**src/rtl/jesd_rx_lmfc_align_monitor.sv**
```systemverilog
// jesd_rx_lmfc_align_monitor
// Receive-side multiframe alignment monitor for one JESD204B lane. Tracks the
// octet index within the local multiframe (restarted by the local LMFC pulse),
// locks the lane's /A/ (K28.3) phase after N_CONFIRM consistent sightings,
// polices /A/ and /F/ (K28.7) placement once aligned, and issues an
// elastic-buffer release pulse on every LMFC boundary while aligned.
//
// Ports:
//   clk          device clock, one octet per cycle
//   rst_n        asynchronous active-low reset
//   i_K          frames per multiframe minus 1 (static while out of reset)
//   i_lmfc_clk   local LMFC pulse, marks octet 0 of each multiframe
//   i_cgs_done   code group sync achieved on this lane
//   i_valid      i_data / i_is_k valid this cycle
//   i_data       decoded octet
//   i_is_k       octet is a control character
//   o_aligned    lane multiframe phase locked
//   o_a_offset   locked octet index of /A/ within the local multiframe
//   o_align_err  one-cycle pulse per alignment violation
//   o_err_cnt    consecutive-violation count (saturating)
//   o_release    one-cycle elastic-buffer release pulse
module jesd_rx_lmfc_align_monitor #(
    parameter int unsigned N_CONFIRM  = 4,
    parameter int unsigned ERR_THRESH = 3
) (
    input  logic       clk,
    input  logic       rst_n,
    input  logic [4:0] i_K,
    input  logic       i_lmfc_clk,
    input  logic       i_cgs_done,
    input  logic       i_valid,
    input  logic [7:0] i_data,
    input  logic       i_is_k,
    output logic       o_aligned,
    output logic [5:0] o_a_offset,
    output logic       o_align_err,
    output logic [3:0] o_err_cnt,
    output logic       o_release
);

    localparam int unsigned IDX_W = 6;
    localparam int unsigned CNT_W = 4;
    localparam logic [7:0] K28_3 = 8'h7C;
    localparam logic [7:0] K28_7 = 8'hFC;
    localparam logic [CNT_W-1:0] CNT_MAX = '1;

    typedef enum logic [1:0] {
        IDLE    = 2'd0,
        WAIT_A  = 2'd1,
        CONFIRM = 2'd2,
        ALIGNED = 2'd3
    } state_t;

    state_t           state_q, state_d;
    logic [IDX_W-1:0] idx_q, idx_d, cur_idx, wrap_idx;
    logic             lmfc_seen_q;
    logic [CNT_W-1:0] confirm_q, confirm_d, confirm_inc;
    logic [IDX_W-1:0] offset_d;
    logic [CNT_W-1:0] err_cnt_d, err_inc;
    logic             align_err_d;
    logic             aligned_d;
    logic             release_d;
    logic             is_a, is_f;
    logic             a_good, f_good;

    // Octet index: restart on LMFC, otherwise free-run and wrap at 2K+1
    always_comb begin
        cur_idx  = i_lmfc_clk ? '0 : idx_q;
        wrap_idx = {i_K, 1'b1};
        idx_d    = (cur_idx == wrap_idx) ? '0 : IDX_W'(cur_idx + IDX_W'(1));
    end

    // Control character decode
    always_comb begin
        is_a   = i_valid && i_is_k && (i_data == K28_3);
        is_f   = i_valid && i_is_k && (i_data == K28_7);
        a_good = (cur_idx == o_a_offset);
        // /F/ closes a frame, so only its parity relative to /A/ is checked
        f_good = (cur_idx[0] == o_a_offset[0]);
    end

    // Saturating increments
    always_comb begin
        err_inc     = (o_err_cnt == CNT_MAX) ? CNT_MAX : CNT_W'(o_err_cnt + CNT_W'(1));
        confirm_inc = (confirm_q == CNT_MAX) ? CNT_MAX : CNT_W'(confirm_q + CNT_W'(1));
    end

    // Next-state and output decode
    always_comb begin
        state_d     = state_q;
        offset_d    = o_a_offset;
        confirm_d   = confirm_q;
        err_cnt_d   = o_err_cnt;
        align_err_d = 1'b0;

        if ((state_q != IDLE) && !i_cgs_done) begin
            // Losing code group sync overrides any character event
            state_d   = IDLE;
            confirm_d = '0;
            err_cnt_d = '0;
        end else begin
            case (state_q)
                IDLE: begin
                    confirm_d = '0;
                    err_cnt_d = '0;
                    if (i_cgs_done && lmfc_seen_q) begin
                        state_d = WAIT_A;
                    end
                end
                WAIT_A: begin
                    if (is_a) begin
                        offset_d  = cur_idx;
                        confirm_d = CNT_W'(1);
                        state_d   = (N_CONFIRM == 1) ? ALIGNED : CONFIRM;
                    end
                end
                CONFIRM: begin
                    if (is_a) begin
                        if (a_good) begin
                            confirm_d = confirm_inc;
                            if (confirm_inc == CNT_W'(N_CONFIRM)) begin
                                state_d = ALIGNED;
                            end
                        end else begin
                            // Mismatching /A/ is discarded, not taken as a new candidate
                            align_err_d = 1'b1;
                            confirm_d   = '0;
                            state_d     = WAIT_A;
                        end
                    end
                end
                ALIGNED: begin
                    if ((is_a && !a_good) || (is_f && !f_good)) begin
                        align_err_d = 1'b1;
                        if (err_inc >= CNT_W'(ERR_THRESH)) begin
                            err_cnt_d = '0;
                            confirm_d = '0;
                            state_d   = WAIT_A;
                        end else begin
                            err_cnt_d = err_inc;
                        end
                    end else if (is_a) begin
                        err_cnt_d = '0;
                    end
                end
                default: begin
                    state_d = IDLE;
                end
            endcase
        end

        aligned_d = (state_d == ALIGNED);
        // Uses the current state so no release fires on the entry cycle
        release_d = i_lmfc_clk && (state_q == ALIGNED);
    end

    // State and registered outputs
    always_ff @(posedge clk or negedge rst_n) begin
        if (!rst_n) begin
            state_q     <= IDLE;
            idx_q       <= '0;
            lmfc_seen_q <= 1'b0;
            confirm_q   <= '0;
            o_aligned   <= 1'b0;
            o_a_offset  <= '0;
            o_align_err <= 1'b0;
            o_err_cnt   <= '0;
            o_release   <= 1'b0;
        end else begin
            state_q     <= state_d;
            idx_q       <= idx_d;
            lmfc_seen_q <= lmfc_seen_q | i_lmfc_clk;
            confirm_q   <= confirm_d;
            o_aligned   <= aligned_d;
            o_a_offset  <= offset_d;
            o_align_err <= align_err_d;
            o_err_cnt   <= err_cnt_d;
            o_release   <= release_d;
        end
    end

endmodule

```
**config.mk**
```make
export PLATFORM = sky130hd
export DESIGN_NAME = jesd_rx_lmfc_align_monitor
export DESIGN_NICKNAME = d
export VERILOG_FILES = /design/src/rtl/jesd_rx_lmfc_align_monitor.sv
export SDC_FILE = /design/constraint.sdc
export NUM_CORES = 1
export LEC_CHECK = 0
export CAP_MARGIN = 20
export CORE_MARGIN = 3
export CORE_UTILIZATION = 25
export DETAILED_ROUTE_END_ITERATION = 8
export PLACE_DENSITY = 0.49
export SYNTH_ARGS = -nofsm -noshare
export SYNTH_HDL_FRONTEND = slang
export SYNTH_SLANG_ARGS = --single-unit
export TNS_END_PERCENT = 50
```
**constraint.sdc**
```tcl
create_clock -name clk -period 5.15 [get_ports clk]
set_clock_uncertainty 0.05 [all_clocks]
set_input_delay 1.2875 -clock clk [delete_from_list [all_inputs] [get_ports clk]]
set_output_delay 1.2875 -clock clk [all_outputs]
set_load 0.02 [all_outputs]
```
==> impl_summary.log <==
INFO  metric finalMaxSlewViolations = 0
INFO  metric hold_viol = 0
INFO  metric post_drt_via_cell_ratio = 4.91
INFO  metric syn-num-nets = 217
INFO  metric rows = 29
INFO  metric globalRoute.totalOverflow = 0
INFO  metric grt.total_usage = 11.0%
INFO  metric p_comb_share = 36.5%
INFO  metric critical_path_class = input port to flip-flop
INFO  metric mapped_cells = 191
INFO  metric area_share_of_xor_xnor_cells_in_the_synthesized_design = roughly 4.6%
INFO  metric syn-cell-area = roughly 0.0017 mm2
INFO  metric final_antenna_net_count = 0
INFO  metric cellPowerDensity = roughly 300 mW/mm2
INFO  metric synth_cell_type_count = between 40 and 50
INFO  metric top_signal_layer_used = met4
INFO  metric synth_mux_area_share = under 10%
INFO  metric final_min_period_over_clock_period = 72.4%
INFO  metric power_frac_clock = between 20% and 30%
INFO  metric worstSetupStartpointType = input port
INFO  metric asyncSetResetFlopFracSynth = 100%
INFO  metric global_route_wire_length_before_repair = about 6800 um
INFO  metric net-switching-power = ~220 uW
INFO  metric setup_tns = 0 ps
INFO  metric die_area = slightly below 0.008 mm2
INFO  metric gpl.final_weighted_congestion = 0.790
INFO  metric power_frac_seq = a little under two fifths
INFO  metric detail_route.first_pass.iterations = 4
INFO  metric worst-slew-pin-transition = ~670 ps
INFO  metric clk_pin_slew = about 90 ps
INFO  metric largest_family_of_logic_cells_by_synthesized_area = simple AND/OR/NAND/NOR gates
INFO  metric root_buffer = sky130_fd_sc_hd__clkbuf_8
INFO  metric ctsLongestPathBuffers = 2
INFO  metric final.min_clock_period = between 3000 and 4000 ps
INFO  metric worst_ep_required_time = about 5300 ps
INFO  metric fraction_of_final_layout_cells_with_drive_strength_greater_than_1 = roughly 8.1%
INFO  metric synth-seq-area-share = between 30% and 40%
INFO  metric floorplan.die.width = around 89 um
INFO  metric wl_per_cell = ~14 um
INFO  metric first_global_vias = about 1.4k
INFO  metric maximum_number_of_pins_on_one_net_before_global_route_repair = 27
INFO  metric power.share.switching = between 30% and 40%
INFO  metric finalSetupViolations = 0
INFO  metric synthToLayoutAreaGrowth = 27.3%
INFO  metric nets = 250
INFO  metric endpoint_kind = flip-flop
INFO  metric max_slew_margin = a little under three fifths
INFO  metric fillCellCount = around 670
INFO  metric setup_repair_after_global_routing_missed_its_margin = false
INFO  metric detailedPlacementHpwl = about 3000 um
INFO  metric crit_path_top_delay_cell = sky130_fd_sc_hd__clkdlybuf4s50_1
INFO  metric total_power_after_layout = between 600 and 700 uW
INFO  metric ioPinCount = 32
INFO  metric buffer_ports.inserted = 31
INFO  metric worst_skew_pair.late_latency = roughly 270 ps
INFO  metric synth_top_area_share = between 30% and 40%
INFO  metric number_of_storage_elements_in_the_synthesis_netlist = 26
INFO  metric cts_tree = built
INFO  metric route.layer.met1.wl = approximately 2200 um
INFO  metric cts-hold-fix-buffers = 0
INFO  metric detailroute.via_count = 1,472
INFO  metric grt_antenna_before_repair = 0
INFO  metric fp.coreArea = 0.00649 mm2
INFO  metric hold_class = flip-flop to flip-flop
INFO  metric clock_buffer_count_from_cts = 3
INFO  metric tritoncts_num_sinks = 26
INFO  metric cp_data_arrival_time = between 3000 and 4000 ps
INFO  metric final.setup.worst_slack = between 1000 and 1500 ps
INFO  metric post-synth-top-count-cell = sky130_fd_sc_hd__dfrtp_1
INFO  metric synthesis.area_per_instance = approximately 9 um2
INFO  metric p_leak = 0.875 nW
INFO  metric synth_top_area_cell = sky130_fd_sc_hd__dfrtp_1
INFO  metric cts.htree.levels = 1
INFO  metric clock.fmax = between 200 and 300 MHz
INFO  metric cpLargestDelayFamily = compound AO/OA/AOI/OAI gates
INFO  metric power_report.internal_total = between 400 and 500 uW
INFO  metric synthTopCellsByCount = 26 x sky130_fd_sc_hd__dfrtp_1, 24 x sky130_fd_sc_hd__nor2_1, 15 x sky130_fd_sc_hd__inv_1
INFO  metric post-cts-setup-buffer-count = 0
INFO  metric antenna-diode-count = 0
INFO  metric outcome = finished, final reports clean
INFO  metric post_synth_fa_ha_maj_area_fraction = approximately 5.1%
INFO  metric cell_by_cell_trace_of_the_critical_path = clkdlybuf4s50_1, nand4bb_1, o22a_1, a222oi_1, buf_4, nor2_2, o311a_1, a2111oi_2
INFO  metric met3RoutedLength = between 200 and 250 um
INFO  metric die_y = approximately 89 um
INFO  metric path_buf_inv = 2
INFO  metric post_route_drc_violation_count = 0
INFO  metric synth_compound_gate_area_share = approximately a fifth
INFO  metric postSynth.topFlopCell = sky130_fd_sc_hd__dfrtp_1
INFO  metric cts_repair_resizes = 0
INFO  metric synth_enable_flop_cells = 0
INFO  metric finalNonFillerCells = 300
INFO  metric synth-simple-area-share = between 20 and 25%
INFO  metric placed_cells_incl_taps = approximately 300
INFO  metric cap_violations = 0
INFO  metric worstPathMaxFanout = 23
INFO  metric ir_drop = between 100 and 150 uV
INFO  metric drt-initial-drc-count = approximately 160
INFO  metric amount_of_wire_on_met2_after_detailed_routing = approximately 1600 um
INFO  metric floorplan.initialDensity = about a quarter
INFO  metric yosys_warnings = 0
INFO  metric routed_wirelength = roughly 4100 um
INFO  metric synth_area_leaders = sky130_fd_sc_hd__dfrtp_1 38%, sky130_fd_sc_hd__nor2_1 5.3%, sky130_fd_sc_hd__ha_1 5.1%
INFO  metric longest_individual_stage_delay_on_the_worst_path = about 760 ps
INFO  metric dp_slack = 1130 ps
## stage by stage
stage / area, um2 / utilization, % / hold slack, ps
after floorplan: 1710 / - / 387
after global placement: 2100 / 32.3 / 414
after detailed placement: 2100 / 32.3 / 408
after CTS: 2170 / 33.4 / 431
after global routing: 2170 / 33.4 / 467
final: 2170 / 33.4 / 426
## cell type report
class,instances,area (um2),area share [%]
clock buffers,3,41.3,1.90
clock inverters,1,30.0,1.38
inverters,15,56.3,2.59
multi-input cells,145,971,44.7
flip-flops and latches,26,651,30.0
well taps,77,96.3,4.44
repair buffers,33,325,15.0
## per-layer routing
layer | vias up | GRT usage [%]
met5 | - | 0
met4 | 0 | 3.71
met3 | 2 | 1.68
met2 | 46 | 15.1
met1 | 669 | 17.1
li1 | 755 | -
## power by group through the flow
stage | sequential [mW] | combinational [mW] | clock, mW
after floorplan | 0.247 | 0.165 | 0
after global routing | 0.248 | 0.266 | 0.187
final | 0.244 | 0.238 | 0.170
after detailed placement | 0.247 | 0.236 | 0
after global placement | 0.250 | 0.238 | 0
after CTS | 0.244 | 0.238 | 0.177
## worst paths after layout
check	startpoint	to	slack [ps]	cells after the start
max	i_lmfc_clk	o_aligned	1420	8
min	lmfc_seen_q	lmfc_seen_q	430	1
max reg2reg	state_q[1]	confirm_q[1]	2710	7
min reg2reg	lmfc_seen_q	lmfc_seen_q	430	1
max in group asynchronous	rst_n	o_err_cnt[2]	3460	2
min in group asynchronous	rst_n	idx_q[4]	1330	2
## state kept, by name, summed over array words and instances, names as in the netlist, 2 cells and up
signal	flops
idx_q	6
o_a_offset	6
state_q	2
confirm_q	4
o_err_cnt	4
## cell families after synthesis
logic type                 count (synthesis)
and+or+nand+nor                           78
AOI/OAI and AO/OA                         46
DFF                                       26
buffers and inverters                     20
xor gates and xnor gates                   9
adders and majority gates                  7
muxes                                      5
## placed cells by master (no fill, tap or decap), types with 6 or more instances in the layout
cell type / netlist / routed
sky130_fd_sc_hd__dfrtp_1: 26 / 26
sky130_fd_sc_hd__o21ai_0: 12 / 12
sky130_fd_sc_hd__ha_1: 7 / 7
sky130_fd_sc_hd__nor2_1: 24 / 24
sky130_fd_sc_hd__a31oi_1: 6 / 6
sky130_fd_sc_hd__nor3_1: 10 / 10
sky130_fd_sc_hd__clkdlybuf4s50_1: 0 / 31
sky130_fd_sc_hd__inv_1: 15 / 15
sky130_fd_sc_hd__nand2_1: 12 / 12
(Power assumes the default switching activity.)
